<file path="config.mk">
export PLATFORM = sky130hd
export DESIGN_NAME = seg7_scan_ctrl
export DESIGN_NICKNAME = d
export VERILOG_FILES = /design/src/rtl/seg7_scan_ctrl.sv
export SDC_FILE = /design/constraint.sdc
export NUM_CORES = 1
export LEC_CHECK = 0
export ABC_AREA = 1
export ABC_CLOCK_PERIOD_IN_PS = 6100
export CAP_MARGIN = 10
export CORE_MARGIN = 2
export CORE_UTILIZATION = 30
export DETAILED_ROUTE_END_ITERATION = 6
export MAX_ROUTING_LAYER = met4
export SLEW_MARGIN = 20
export SYNTH_ARGS = -nofsm -noshare
export SYNTH_HDL_FRONTEND = slang
export SYNTH_SLANG_ARGS = --single-unit
</file>
<file path="constraint.sdc">
create_clock -name clk -period 6.1 [get_ports clk]
set_clock_uncertainty 0.15 [all_clocks]
set_input_delay 1.22 -clock clk [delete_from_list [all_inputs] [get_ports clk]]
set_output_delay 1.22 -clock clk [all_outputs]
set_load 0.05 [all_outputs]
</file>
<file path="src/rtl/seg7_scan_ctrl.sv">
// Multiplexed 7-segment scan controller: one shared decoder, active-low anodes,
// blanking gap per digit slot, and double-buffered display data swapped at frame boundaries.
module seg7_scan_ctrl #(
  parameter int unsigned DIGITS = 4,
  parameter int unsigned DIV    = 1000,
  parameter int unsigned BLANK  = 16
) (
  input  logic                  clk,
  input  logic                  rst_n,
  input  logic                  en,
  input  logic                  load,
  input  logic [4*DIGITS-1:0]   data,
  input  logic                  lzb,
  output logic                  load_ack,
  output logic [3:0]            nibble_out,
  output logic [DIGITS-1:0]     an_n,
  output logic                  frame_done
);

  localparam int unsigned CntW = (DIV > 1) ? $clog2(DIV) : 1;
  localparam int unsigned IdxW = (DIGITS > 1) ? $clog2(DIGITS) : 1;

  localparam logic [CntW-1:0] CntBlankLast = CntW'(BLANK - 1);
  localparam logic [CntW-1:0] CntSlotLast  = CntW'(DIV - 1);
  localparam logic [IdxW-1:0] IdxLast      = IdxW'(DIGITS - 1);

  localparam logic [1:0] StIdle  = 2'd0;
  localparam logic [1:0] StBlank = 2'd1;
  localparam logic [1:0] StShow  = 2'd2;

  logic [1:0]            state_q, state_d;
  logic [CntW-1:0]       cnt_q, cnt_d;
  logic [IdxW-1:0]       idx_q, idx_d;
  logic [4*DIGITS-1:0]   shadow_q, shadow_d;
  logic [4*DIGITS-1:0]   active_q, active_d;
  logic                  pending_q, pending_d;
  logic                  frame_start;
  logic                  xfer;

  logic [DIGITS-1:0]     blank_mask;
  logic                  zeros_above;

  logic [3:0]            nibble_d;
  logic [DIGITS-1:0]     an_n_d;
  logic                  load_ack_d;
  logic                  frame_done_d;

  // Scan sequencing: the prescaler runs 0..DIV-1 across the whole slot,
  // with BLANK occupying the first BLANK counts and SHOW the remainder.
  always_comb begin
    state_d     = state_q;
    cnt_d       = cnt_q;
    idx_d       = idx_q;
    frame_start = 1'b0;
    if (!en) begin
      state_d = StIdle;
      cnt_d   = '0;
      idx_d   = '0;
    end else begin
      case (state_q)
        StIdle: begin
          state_d     = StBlank;
          cnt_d       = '0;
          idx_d       = '0;
          frame_start = 1'b1;
        end
        StBlank: begin
          cnt_d = cnt_q + CntW'(1);
          if (cnt_q == CntBlankLast) begin
            state_d = StShow;
          end
        end
        StShow: begin
          if (cnt_q == CntSlotLast) begin
            cnt_d   = '0;
            state_d = StBlank;
            if (idx_q == IdxLast) begin
              idx_d       = '0;
              frame_start = 1'b1;
            end else begin
              idx_d = idx_q + IdxW'(1);
            end
          end else begin
            cnt_d = cnt_q + CntW'(1);
          end
        end
        default: begin
          state_d = StIdle;
          cnt_d   = '0;
          idx_d   = '0;
        end
      endcase
    end
  end

  // A load coinciding with a transfer is captured and keeps pending set.
  always_comb begin
    xfer      = frame_start & pending_q;
    active_d  = xfer ? shadow_q : active_q;
    shadow_d  = load ? data : shadow_q;
    pending_d = load | (pending_q & ~xfer);
  end

  // Digit i>=1 is blanked when it and every digit above it are zero.
  always_comb begin
    zeros_above = 1'b1;
    blank_mask  = '0;
    for (int i = DIGITS - 1; i >= 1; i--) begin
      zeros_above   = zeros_above & (active_d[4*i +: 4] == 4'h0);
      blank_mask[i] = lzb & zeros_above;
    end
  end

  // Outputs are registered from next-state values so they line up with the state.
  always_comb begin
    nibble_d     = 4'h0;
    an_n_d       = '1;
    if (state_d != StIdle) begin
      nibble_d = active_d[4*int'(idx_d) +: 4];
    end
    if (state_d == StShow && !blank_mask[idx_d]) begin
      an_n_d[idx_d] = 1'b0;
    end
    frame_done_d = (state_d == StShow) && (idx_d == IdxLast) && (cnt_d == CntSlotLast);
    load_ack_d   = xfer;
  end

  always_ff @(posedge clk or negedge rst_n) begin
    if (!rst_n) begin
      state_q    <= StIdle;
      cnt_q      <= '0;
      idx_q      <= '0;
      shadow_q   <= '0;
      active_q   <= '0;
      pending_q  <= 1'b0;
      nibble_out <= 4'h0;
      an_n       <= '1;
      load_ack   <= 1'b0;
      frame_done <= 1'b0;
    end else begin
      state_q    <= state_d;
      cnt_q      <= cnt_d;
      idx_q      <= idx_d;
      shadow_q   <= shadow_d;
      active_q   <= active_d;
      pending_q  <= pending_d;
      nibble_out <= nibble_d;
      an_n       <= an_n_d;
      load_ack   <= load_ack_d;
      frame_done <= frame_done_d;
    end
  end

  an_n_at_most_one_low: assert property (@(posedge clk) disable iff (!rst_n)
    $countones(~an_n) <= 1);

endmodule
</file>
==> flow_results.org, run 1 <==
** Synthesis
- The number of nets handed over by synthesis was 325.
- After synthesis, the netlist uses 31 different library cells.
- Proportion of synthesized chip area in sequential cells :: 53.3%
- A synthesized cell averages 9.01 sq um.
- Synth warn :: 0
- After technology mapping, the gate count stands at 298.
- Area of the mapped netlist :: 2690 sq um
- Post-synthesis sequential element count :: 57

** Global routing
- Maximum number of pins on one net before global-route repair :: 58
- Total global-route track usage :: 12.0%
- Vias in the first global route :: 1,910
- The first global-routing pass estimated 8870 um of wire.
- Sum of overflow across all layers after global routing :: 0
- Initial antenna violation count :: 0

** Power
- Share of total power in the clock network :: 36.3%
- Fraction of power consumed by sequential logic :: 49.2%
- Power spread over the standard cell area amounts to 266 nW/um^2.
- Relative contribution of combinational cells to total power :: 14.5%
- In this run the power spent charging and discharging nets is 240 uW.
- Worst IR drop on VDD :: 0.000140 V
- Internal Pwr Total :: 629 uW
- Net switching is 27.6% of the power.
- Leakage power total :: 1.54 nW

** Layout
- At the end of the flow, the number of nets in the layout was 361.
- N_diodes :: 0
- Finished Layout Cells :: 446
- Synth-to-Final Area Change :: 21.7%
- Cells with a size suffix above 1 make up 16.6% of the layout.

** Timing
- Timing would allow up to 331 MHz.
- Setup repair after global routing left no endpoint under its margin.
- Counting I/O delays and the setup requirement, the final critical path takes 3020 ps.
- Remaining max-slew budget at the tightest pin :: 47.6%
- Measured slew at the worst slew-check pin :: 784 ps
- Summed over all failing endpoints, the final setup total negative slack is 0 ps.
- Worst slack on hold paths :: 330 ps
- Setup violations remaining at the end of the flow were counted as 0.
- The number of slew-limit violations in the final report came to 0.
- Final number of hold-violating endpoints :: 0
- Portion of the clock cycle consumed by the worst path in the final layout :: 49.5%

** CTS
- The tree is rooted in a sky130_fd_sc_hd__clkbuf_8.
- Clock latency on the worst-skew pair :: 340 ps
- Hold repair after CTS inserted 0 buffers.
- Clock-pin slew of the registers on the worst-case setup and hold paths :: 70 ps
- Counting the buffers created by CTS gives 9.
- Clock tree synthesis found a total of 57 sinks.
- Clk buf depth :: 2
- TritonCTS clock tree :: yes
- Number of gates resized after CTS :: 0
- Level count of the clock H-tree :: 3
- After clock tree synthesis, the setup repair step added 0 buffers.

** Worst setup path
- For the worst setup path, the data arrival time is 1650 ps.
- The number of buffers and inverters on the critical path is 1.
- Startpoint of the worst register-to-register path :: state_q[0]
- Broken down by cell family, the worst path's largest delay share belongs to buffers and inverters.
- Worst setup EP type :: primary output
- Type of the worst setup path :: reg2out
- Type of element launching the critical path :: flip-flop
- The most critical setup path has its startpoint at an_n[3].
- On the critical path, the stage with the largest delay is an instance of sky130_fd_sc_hd__clkdlybuf4s50_1.
- Required time reported for the critical path endpoint :: 4730 ps
- Along the worst path, the maximum fanout reaches 1.
- Slowest stage delay, CP :: 800 ps
- Ordered cell list for the critical path :: clkdlybuf4s50_1

** Placement
- Number of buffers inserted by port buffering :: 30
- Dpl cells :: 431
- Routability-driven placement finished with a final weighted congestion of 0.836.
- The wire-length estimate of the detail-placed layout is 3760 um.

** Detailed routing
- Total number of vias :: 1,987
- The detailed router finished its first iteration with 78 violations.
- The count of nets left with antenna violations once routing finished came out at 0.
- Before antenna repair, the detailed router went through 5 iterations.
- For this block, the routed nets add up to 5110 um of wire.
- WL/cell :: 11.5 um
- Remaining DRCs :: 0
- After detailed routing, the number of vias per cell comes to 4.46.

** Die
- Number of top-level design ports :: 31
- From left edge to right edge, the die measures 98.6 um.
- Die area :: 9730 sq um
- The floorplan step set the die height to 98.6 um.
- Total number of placement rows :: 34
- The initial utilization of the core area, before any placement, comes to 30.8%.
- The core region is 8720 sq um.

** Status
- Outcome :: finished clean

** Worst hold path
- Hold_sp :: active_q[2]
- The tightest min-delay check is of the reg2reg type.

** Job
- Max-cap violations in this run came to 0.
==> cell usage after synthesis <==
cell	number	area share, %
sky130_fd_sc_hd__buf_2	2	0.37
sky130_fd_sc_hd__nand3b_1	2	0.56
sky130_fd_sc_hd__clkbuf_1	2	0.28
sky130_fd_sc_hd__nand3_1	13	2.4
sky130_fd_sc_hd__dfstp_2	4	3.9
sky130_fd_sc_hd__nor4_1	1	0.23
sky130_fd_sc_hd__nand2_1	69	9.6
sky130_fd_sc_hd__inv_1	34	4.8
sky130_fd_sc_hd__nand2_4	1	0.42
sky130_fd_sc_hd__inv_2	5	0.70
sky130_fd_sc_hd__nor2_1	33	4.6
sky130_fd_sc_hd__nand3_2	3	1.1
sky130_fd_sc_hd__a21oi_2	1	0.33
sky130_fd_sc_hd__nor3_1	5	0.93
sky130_fd_sc_hd__o211ai_1	1	0.28
sky130_fd_sc_hd__o21ai_2	8	2.6
sky130_fd_sc_hd__buf_6	1	0.42
sky130_fd_sc_hd__ha_1	6	2.8
sky130_fd_sc_hd__a21oi_1	6	1.1
sky130_fd_sc_hd__a21o_1	1	0.28
sky130_fd_sc_hd__nor2_2	4	0.93
sky130_fd_sc_hd__dfrtp_1	53	49
sky130_fd_sc_hd__nand4_1	8	1.9
sky130_fd_sc_hd__xor2_1	3	0.98
sky130_fd_sc_hd__nand2_2	2	0.47
sky130_fd_sc_hd__mux2_2	10	4.2
sky130_fd_sc_hd__o21ai_0	15	2.8
sky130_fd_sc_hd__xnor2_1	1	0.33
sky130_fd_sc_hd__nand3_4	1	0.65
sky130_fd_sc_hd__buf_4	1	0.28
sky130_fd_sc_hd__o21ai_1	2	0.37
==> flip-flops by register name (all words and copies together) (netlist names), 2 cells and up <==
register and count:
active_q 16, state_q 2, cnt_q 10, nibble_out 4
shadow_q 16, idx_q 2, an_n 4
==> per-layer routing <==
metal	vias up	wire length, um	GRT usage [%]
li1	1024	-	-
met1	914	2450	15.1
met2	39	2300	17.4
met3	10	264	4.40
met4	0	102	5.06
met5	-	0	-
==> cell usage in the layout, fill, tap and decap left out <==
master | synthesis | final
sky130_fd_sc_hd__a21o_1 | 1 | 1
sky130_fd_sc_hd__clkinvlp_4 | 0 | 2
sky130_fd_sc_hd__nand3b_1 | 2 | 2
sky130_fd_sc_hd__dfrtp_1 | 53 | 53
sky130_fd_sc_hd__a21oi_2 | 1 | 1
sky130_fd_sc_hd__nand2_2 | 2 | 2
sky130_fd_sc_hd__nand2_4 | 1 | 1
sky130_fd_sc_hd__clkinv_2 | 0 | 1
sky130_fd_sc_hd__inv_2 | 5 | 5
sky130_fd_sc_hd__inv_1 | 34 | 34
sky130_fd_sc_hd__nand2_1 | 69 | 69
sky130_fd_sc_hd__nand3_2 | 3 | 3
sky130_fd_sc_hd__xor2_1 | 3 | 3
sky130_fd_sc_hd__nand3_1 | 13 | 13
sky130_fd_sc_hd__clkdlybuf4s50_1 | 0 | 29
sky130_fd_sc_hd__clkinv_4 | 0 | 1
sky130_fd_sc_hd__o21ai_0 | 15 | 15
sky130_fd_sc_hd__buf_2 | 2 | 1
sky130_fd_sc_hd__o21ai_1 | 2 | 2
sky130_fd_sc_hd__mux2_2 | 10 | 10
sky130_fd_sc_hd__o21ai_2 | 8 | 8
sky130_fd_sc_hd__nand4_1 | 8 | 8
sky130_fd_sc_hd__dfstp_2 | 4 | 4
sky130_fd_sc_hd__xnor2_1 | 1 | 1
sky130_fd_sc_hd__nand3_4 | 1 | 1
sky130_fd_sc_hd__nor2_1 | 33 | 33
sky130_fd_sc_hd__nor2_2 | 4 | 4
sky130_fd_sc_hd__clkbuf_8 | 0 | 11
sky130_fd_sc_hd__nor3_1 | 5 | 5
sky130_fd_sc_hd__nor4_1 | 1 | 1
sky130_fd_sc_hd__buf_4 | 1 | 1
sky130_fd_sc_hd__a21oi_1 | 6 | 6
sky130_fd_sc_hd__ha_1 | 6 | 6
sky130_fd_sc_hd__o211ai_1 | 1 | 1
==> through the flow <==
stage,power (mW),utilization (%),worst slack [ps],area [sq um]
after floorplan,0.517,-,3710,2690
after global placement,0.561,35.4,2750,3090
after detailed placement,0.563,35.4,2760,3090
after CTS,0.885,37.5,3050,3270
after global routing,0.918,37.5,2920,3270
final,0.870,37.5,3080,3270
==> worst paths after layout <==
check	cells past startpoint	slack [ps]	endpoint
worst max-delay path	1	3080	an_n[3]
worst min-delay path	2	330	active_q[2]
worst max register to register	12	3690	an_n[0]
worst min register to register	2	330	active_q[2]
max in group asynchronous	2	4460	active_q[4]
min in group asynchronous	2	850	cnt_q[2]
==> cell type report <==
| cell class | instances | area, sq um |
|---|---|---|
| timing repair buffer | 31 | 303 |
| multi-input combinational | 196 | 1070 |
| sequential | 57 | 1430 |
| inverter | 39 | 146 |
| tap | 108 | 135 |
| clock buffer | 11 | 151 |
| fill | 884 | 5450 |
| clock inverter | 4 | 28.8 |
==> power by group through the flow <==
stage               Clock [mW]  Combinational, mW  Sequential [mW]
global placement             0              0.126            0.434
CTS                      0.328              0.129            0.428
global route             0.345              0.142            0.431
detailed placement           0              0.128            0.435
floorplan                    0             0.0762            0.441
finish                   0.316              0.126            0.428
==> cell families after synthesis <==
group,count (synthesis),synth area share [%]
AOI/OAI and AO/OA,34,7.78
DFF,57,53.3
muxes,10,4.19
and+or+nand+nor,142,23.8
xor gates and xnor gates,4,1.30
adders and majority gates,6,2.79
buffers and inverters,45,6.80
Power figures use the tool's default switching activity.
==> run 2, diff against run 1 <==
--- a/config.mk
+++ b/config.mk
@@ -6,7 +6,7 @@
 export NUM_CORES = 1
 export LEC_CHECK = 0
 export ABC_AREA = 1
-export ABC_CLOCK_PERIOD_IN_PS = 6100
+export ABC_CLOCK_PERIOD_IN_PS = 2600
 export CAP_MARGIN = 10
 export CORE_MARGIN = 2
 export CORE_UTILIZATION = 30
==> constraint.sdc (replaced) <==
create_clock -name clk -period 2.6 [get_ports clk]
set_clock_uncertainty 0.15 [all_clocks]
set_input_delay 0.52 -clock clk [delete_from_list [all_inputs] [get_ports clk]]
set_output_delay 0.52 -clock clk [all_outputs]
set_load 0.05 [all_outputs]
==> flow_results.org, run 2 (synthesized netlist as in run 1, its figures left out) <==
** Worst setup path
- The worst setup path is launched from a flip-flop.
- The kind of cell with the highest combined delay along the critical path is buffers and inverters.
- Number of buffer and inverter stages on the critical path :: 1
- The startpoint identified for the worst register-to-register timing path is cnt_q[0].
- In this design, the stage delay of the slowest critical-path cell is 800 ps.
- STA puts the critical path data arrival time at 1660 ps.
- Required time reported for the critical path endpoint :: 1930 ps
- Along the worst path, the maximum fanout reaches 1.
- For this design, the slowest cell found on the critical path is sky130_fd_sc_hd__clkdlybuf4s50_1.
- STA classifies the critical path endpoint as a primary output.
- End of the worst register-to-register path :: frame_done
- In this run the number of cells on the critical path is 1.
- Reg2reg path depth :: 12
- Walking the worst path, the cells encountered are clkdlybuf4s50_1.
- Worst reg-to-reg setup slack :: 300 ps
- The worst setup path is of the reg2out kind.

** Layout
- In the final layout, the multi-input gates occupy 1080 sq um.
- The finished cells cover 3300 sq um.
- Most frequent cells in the layout :: sky130_fd_sc_hd__nand2_1 (69), sky130_fd_sc_hd__dfrtp_1 (53), sky130_fd_sc_hd__inv_1 (34)
- Finished Layout Cells :: 450
- Synth-to-Final Area Change :: 22.8%
- N_diodes :: 0
- The filler cells instantiated in the layout total 905.
- Of the cells placed in the final design, the portion with a size suffix greater than 1 is 17.3%.
- The sequential cells in the finished layout cover a total of 1430 sq um.
- Most common cell after layout, fill and taps aside :: sky130_fd_sc_hd__nand2_1
- For this run, the post-layout net count is 364.
- Top flop regs :: active_q x16, shadow_q x16, cnt_q x10

** Timing
- Worst Setup Slack, final :: 271 ps
- Remaining max-slew budget at the tightest pin :: 62.4%
- Setup violators final :: 0
- Static timing analysis puts the maximum clock frequency at 429 MHz.
- Adding up every negative setup slack in the final design gives 0 ps.
- After layout, the worst path uses 89.6% of the clock period.
- Final number of max-transition violations :: 0
- The routed design could run at a clock period as short as 2330 ps.
- Measured slew at the worst slew-check pin :: 562 ps
- Setup repair after global routing left no endpoint under its margin.
- Final number of hold-violating endpoints :: 0

** Die
- Die outline width :: 98.6 um
- Initial core utilization :: 30.8%
- Total number of placement rows :: 34
- Die Span Y :: 98.6 um
- Number of top-level design ports :: 31
- The region available for standard cell placement spans 8720 sq um.
- Die area :: 9730 sq um

** Placement
- At the end of routability-driven placement, the weighted congestion stood at 0.823.
- Number of buffers inserted by port buffering :: 30
- Dpl cells :: 433
- After legalization and detailed placement, the total HPWL measured 4110 um.
- At the placement stage, the worst setup path has a slack of 58.2 ps.
- Summing all placed instances gives a cell area of 3120 sq um.

** Detailed routing
- Total number of vias :: 2,023
- WL/cell :: 12.3 um
- WL final :: 5520 um
- Using the TritonRoute via totals, the vias-per-cell ratio works out to 4.50.
- TritonRoute pass-1 iters :: 4
- After the first detailed-routing iteration, the DRC count stood at 91.
- Remaining DRCs :: 0
- The detail route stage leaves a number of antenna-violating nets equal to 0.

** CTS
- Post-CTS setup buffer count :: 0
- After clock tree synthesis, the clock-pin slew on the worst setup and hold paths is 60 ps.
- The clock tree synthesis step divided the H-tree into 3 levels.
- Clock latency on the worst-skew pair :: 330 ps
- In this run the clock root is driven by a sky130_fd_sc_hd__clkbuf_8.
- TritonCTS built the clock tree.
- CTS Buf Count :: 9
- Number of buffers inserted by hold repair at cts :: 0
- Gates resized during post-CTS repair numbered 0.
- The clock net in this run drives a total of 57 sinks.
- Clk buf depth :: 2

** Global routing
- Entering global routing, the biggest net connects 35 pins.
- Total global-route track usage :: 12.7%
- The initial antenna violation count came to 0.
- Wire length of the first global-routing pass :: 9500 um
- The number of global-route vias before repair came to 2,067.
- After global routing the overflow that remains totals 0.

** Job
- Max-capacitance violation count :: 0

** Status
- Outcome :: finished clean

** Power
- Power density over cell area :: 613 nW/um^2
- Worst IR drop on VDD :: 0.000359 V
- Leakage power total :: 1.56 nW

** Worst hold path
- Type of the tightest min-delay check :: in2async
run 2: changes by cell type in the layout (fill, tap and decap cells not counted), sizes merged:
| cell | previous run | this run |
|---|---|---|
| clkinvlp | 2 | 1 |
| clkinv | 2 | 4 |
| buf | 2 | 4 |
| nand3 | 17 | 18 |
run 2: area by class of cell:
type                    count  area share [%]
inverters                  39            4.44
well taps                 108            4.10
repair buffers             33            10.0
clock inverters             5           0.948
flip-flops and latches     57            43.4
multi-input cells         197            32.8
clock buffers              11            4.29
run 2: worst max-delay path by stage:
stage | endpoint | slack [ps] | startpoint
3_5_place_dp | frame_done | 60 | en
4_1_cts | an_n[1] | 240 | state_q[0]
3_3_place_gp | frame_done | 90 | en
5_1_grt | nibble_out[1] | 20 | cnt_q[0]
2_1_floorplan | an_n[0] | 630 | state_q[0]
6_report | an_n[0] | 270 | an_n[0]
run 2: per-stage QoR:
stage | hold slack (ps) | power (mW) | util (%)
2_1_floorplan | 74.4 | 1.21 | -
3_3_place_gp | 308 | 1.32 | 35.7
3_5_place_dp | 312 | 1.32 | 35.7
4_1_cts | 15.4 | 2.06 | 37.7
5_1_grt | 34.0 | 2.14 | 37.8
6_report | 15.3 | 2.02 | 37.8
run 2: power by group:
part	switching [mW]	internal, mW	leakage [nW]	total, mW
clock	0.348	0.368	0.0891	0.715
sequential	0.0352	0.971	0.711	1.01
combinational	0.181	0.119	0.757	0.300
run 2: per-layer routing:
metal / part of all wire (%) / global-route usage (%) / up-vias
li1: - / - / 1030
met3: 5.0 / 4.54 / 12
met2: 47 / 18.8 / 46
met1: 47 / 16.0 / 935
met5: 0 / - / -
met4: 1.6 / 4.85 / 0
==> RTL edit 1: new RTL, config.mk and constraints of run 2 <==
`DIGITS`: 4 -> 8.
--- a/src/rtl/seg7_scan_ctrl.sv
+++ b/src/rtl/seg7_scan_ctrl.sv
@@ -3,3 +3,3 @@
 module seg7_scan_ctrl #(
-  parameter int unsigned DIGITS = 4,
+  parameter int unsigned DIGITS = 8,
   parameter int unsigned DIV    = 1000,
Interface: changed (resized an_n and data); port bits go from 31 to 51. No check against the original RTL was run, so the function may have changed too.
==> RTL edit 1 against run 2 <==
Total power grew 79%; setup slack lost 0.12 ns; design area grew 83%; synthesized cell count grew 74%; largest power group unchanged; routed wire length grew 100%; sequential power grew 66%; area after synthesis grew 70%; count of clock-buffer cells in the layout grew 1; critical endpoint is now an_n[4]; via count grew 82%; maximum frequency shrank 5.0%; sequential cell count grew 37; critical path depth grew 16.
==> RTL edit 1: results (changes against run 2) <==
=============================================================================
Outcome ........................................................ finished clean
Share of the yosys chip area belonging to registers ............        51.8%   -1.5 points
H-tree level count .............................................            3   unchanged
Maximum number of pins on one net before global-route repair ...           52   +49%
Pre-CTS setup slack ............................................    0.0221 ns   -0.0362 ns
Number of placed cells counting well taps ......................          762   +76%
Dominant register cell in the synthesized netlist .............. sky130_fd_sc_hd__dfrtp_1
Dominant delay contributor by cell family on the critical path . simple AND/OR/NAND/NOR gates
Synth unique cells .............................................           40   +29%
Met1 capacity usage during global routing ......................        17.6%   +1.6 points
Slowest library cell on the worst path ......................... sky130_fd_sc_hd__dfrtp_1
Data arrival, critical path ....................................      2.59 ns   +0.93 ns
Worst skew pair latency ........................................      0.35 ns   +0.02 ns
Peak supply drop ...............................................       297 uV   -17%
Worst path setup slack after routing ...........................     0.149 ns   -0.122 ns
GR Util All Layers .............................................        13.8%   +1.1 points
Worst-margin pin slew ..........................................     0.689 ns   +0.127 ns
Top area cells in the synthesized netlist ...................... sky130_fd_sc_hd__dfrtp_1 (47%), sky130_fd_sc_hd__nand2_1 (10%), sky130_fd_sc_hd__inv_1 (6.4%), sky130_fd_sc_hd__dfstp_2 (4.6%), sky130_fd_sc_hd__mux2_2 (3.5%)
Via-per-instance ratio .........................................         4.65   +3.4%
Capturing point of the worst reg2reg path ......................      an_n[4]
Yosys warning total ............................................            0   unchanged
Routed length per instance .....................................      13.9 um   +14%
Seq pwr ........................................................    0.00168 W   +66%
Global-route wire length before repair .........................     17100 um   +80%
Number of nets produced by synthesis ...........................          562   +73%
Syn_area_per_cell ..............................................    8.81 um^2   -2.3%
Top fanout value on the critical path ..........................            8   +7
Buffers on Ports ...............................................           50   +67%
Post-route total power .........................................    0.00362 W   +79%
GR Util met2 ...................................................        21.5%   +2.6 points
Starting DRT DRC Count .........................................          216   +140%
Cell at the root of the clock tree ............................. sky130_fd_sc_hd__clkbuf_16
Cells on worst reg2reg path ....................................           17   +5
Reported leakage power .........................................      2.85 nW   +83%
Half-perimeter wire length of the detailed placement result ....      7730 um   +88%
Nets ...........................................................          643   +77%
Async SR Flop Fraction .........................................         100%   unchanged
CP max stage delay .............................................      0.38 ns   -0.42 ns
Combinational cell power .......................................   0.000658 W   +120%
GPL Wtd Cong ...................................................        0.959   +16%
Proportion of total power due to net switching .................        27.0%   -0.89 points
Register-to-register setup slack ...............................      0.15 ns   -0.15 ns
Registers with the highest flip-flop counts .................... active_q (32), shadow_q (32), cnt_q (10)
Non-filler cells in the finished layout ........................          792   +76%
Via count of the first global-routing pass .....................         3526   +71%
Layout cells sized above 1 .....................................        23.5%   +6.3 points
=============================================================================
## RTL edit 1: worst max path at each step
stage,from,endpoint,cells past startpoint
2_1_floorplan,state_q[0],an_n[0],16
3_3_place_gp,en,an_n[4],14
3_5_place_dp,cnt_q[0],nibble_out[2],14
4_1_cts,cnt_q[0],frame_done,13
5_1_grt,state_q[0],an_n[4],17
6_report,idx_q[0],an_n[4],17
## RTL edit 1: area by class of cell
type                            instances  area, um^2
Tap cell                              188         235
Clock inverter                          4        51.3
Clock buffer                           12         236
Timing Repair Buffer                   86         902
Fill cell                            1477        8990
Multi-Input combinational cell        321        1930
Inverter                               87         329
Sequential cell                        94        2360
## RTL edit 1: cells by family (layout without fill, tap and decap cells)
logic type,Yosys count,after routing,synth area share (%)
AND/OR/NAND/NOR,242,243,25.5
buffers and inverters,104,189,9.59
flip-flops,94,94,51.8
AO/OA/AOI/OAI,52,52,6.77
multiplexers,14,14,3.45
adder cells (fa/ha/maj),7,7,1.92
XOR/XNOR,5,5,0.959
## RTL edit 1: repair_timing
action | 4_1_cts | 5_1_grt
resized for setup | 1 | 42
buffers inserted | 0 | 6
hold buffers | 0 | 0
cloned | 0 | 8
endpoints found under the setup margin | 1 | 13
pin swaps | 0 | 11
## RTL edit 1: metrics by stage
step | util (%) | setup TNS (ns) | hold slack [ns] | instance area [um^2]
floorplan | - | 0 | 0.0744 | 4560
global placement | 35.9 | 0 | 0.302 | 5390
detailed placement | 35.9 | 0 | 0.310 | 5390
CTS | 37.8 | 0 | 0.0812 | 5680
global route | 40.2 | -0.408 | 0.113 | 6050
finish | 40.2 | 0 | 0.0685 | 6050
## RTL edit 1: layer usage
layer	vias up	wire (um)	part of all wire, %
met3	30	559	5.1
met2	108	5160	47
met4	0	398	3.6
met5	-	0	0
li1	1796	-	-
met1	1748	4930	45
==> RTL edit 2: new RTL, settings of run 2 <==
Made on the original files. Make the reset (`rst_n`) synchronous in one clocked block.
--- a/src/rtl/seg7_scan_ctrl.sv
+++ b/src/rtl/seg7_scan_ctrl.sv
@@ -127,3 +127,3 @@
 
-  always_ff @(posedge clk or negedge rst_n) begin
+  always_ff @(posedge clk) begin
     if (!rst_n) begin
Behaviour: differs if rst_n is asserted again (counterexample within 4 cycles, from zero or initial values and one cycle with rst_n low); with rst_n held inactive, the same outputs for 10 cycles.
==> RTL edit 2 against run 2 <==
Utilization is 0.76 points higher; via count is 9.6% higher; design area is 4.4% lower; total power is 7.1% lower; area after synthesis is 6.1% lower; sequential cell count stayed put; setup slack worse by 0.0060 ns; routed wire length is 1.8% lower; die area is 5.9% lower; sequential power is 9% lower; critical path type is now flip-flop to flip-flop; critical endpoint is now nibble_out[1].
==> RTL edit 2: results (changes against run 2) <==
=============================================================================
GPL Wtd Cong ...................................................        0.951   +16%
Combinational cell power .......................................   0.000153 W   -49%
Dominant delay contributor by cell family on the critical path . simple AND/OR/NAND/NOR gates
Inverters ......................................................           34   -13%
Half-perimeter wire length of the detailed placement result ....      4200 um   +2.1%
Fraction of standard cell area in multi-input logic ............        38.2%   +5.4 points
Number of flip-flops and latches ...............................           57   unchanged
Final-layout worst hold slack ..................................     0.318 ns   +0.302 ns
Part of the power in the clock network .........................        42.9%   +7.5 points
Crit path kind ................................................. flip-flop to flip-flop
Commonest cells in the synthesized netlist ..................... sky130_fd_sc_hd__nor2_1 (80), sky130_fd_sc_hd__nand2_1 (58), sky130_fd_sc_hd__dfxtp_1 (57)
Routed length on met1 ..........................................      2620 um   +1.4%
GR Util All Layers .............................................        13.6%   +0.88 points
Fraction of area in clock buffers and inverters ................        6.19%   +0.95 points
Number of fillers in the final layout ..........................          862   -4.8%
Switching Power ................................................   0.000468 W   -17%
Slowest library cell on the worst path ......................... sky130_fd_sc_hd__dfxtp_1
Area growth, synth to finish ...................................        25.0%
Outcome ........................................................ finished clean
XOR/XNOR Fraction of Synth Area ................................        1.39%   +0.085 points
Power density over the cells ...................................  596 nW/um^2   -2.8%
Multi-input gate count .........................................          248   +26%
Wire length on met2 ............................................      2370 um   -7.8%
Met3 routed WL .................................................       255 um   -7.3%
Reported leakage power .........................................      1.33 nW   -14%
Number of non-clock buffers in the layout ......................           37   +12%
Maximum number of pins on one net before global-route repair ...           20   -43%
Starting DRT DRC Count .........................................           98   +7.7%
Headroom to the max-slew limit .................................        66.2%   +3.8 points
Fraction of the mapped netlist area in adder cells .............        2.98%   +0.18 points
R2r startpoint .................................................     cnt_q[0]
Multiplexer share of the synthesized area ......................           0%   -4.2 points
GR Util met2 ...................................................        20.7%   +1.8 points
Global-route wire length before repair .........................      9250 um   -2.7%
Met3 global-route usage ........................................        3.29%   -1.3 points
Fraction of the mapped netlist area in compound gates ..........        10.2%   +2.4 points
Top fanout value on the critical path ..........................           14   +13
Dominant register cell in the synthesized netlist .............. sky130_fd_sc_hd__dfxtp_1
Final-layout non-clock buffer area share .......................        11.2%   +1.2 points
=============================================================================
## RTL edit 2: cell types whose count changed after synthesis, moves of 6 or more
cell                      delta
sky130_fd_sc_hd__a21oi_1     +6
sky130_fd_sc_hd__dfrtp_1    -53
sky130_fd_sc_hd__dfxtp_1    +57
sky130_fd_sc_hd__mux2_2     -10
sky130_fd_sc_hd__nand2_1    -11
sky130_fd_sc_hd__nor2_1     +47
sky130_fd_sc_hd__o21ai_0    +11
## RTL edit 2: metrics by stage
| step | utilization, % | power [W] | cells | setup WS [ns] |
|---|---|---|---|---|
| 2_1_floorplan | - | 0.00103 | 349 | 0.621 |
| 3_3_place_gp | 36.2 | 0.00109 | 481 | 0.214 |
| 3_5_place_dp | 36.2 | 0.00109 | 481 | 0.214 |
| 4_1_cts | 38.6 | 0.00191 | 497 | 0.248 |
| 5_1_grt | 38.6 | 0.00196 | 497 | 0.0292 |
| 6_report | 38.6 | 0.00188 | 497 | 0.265 |
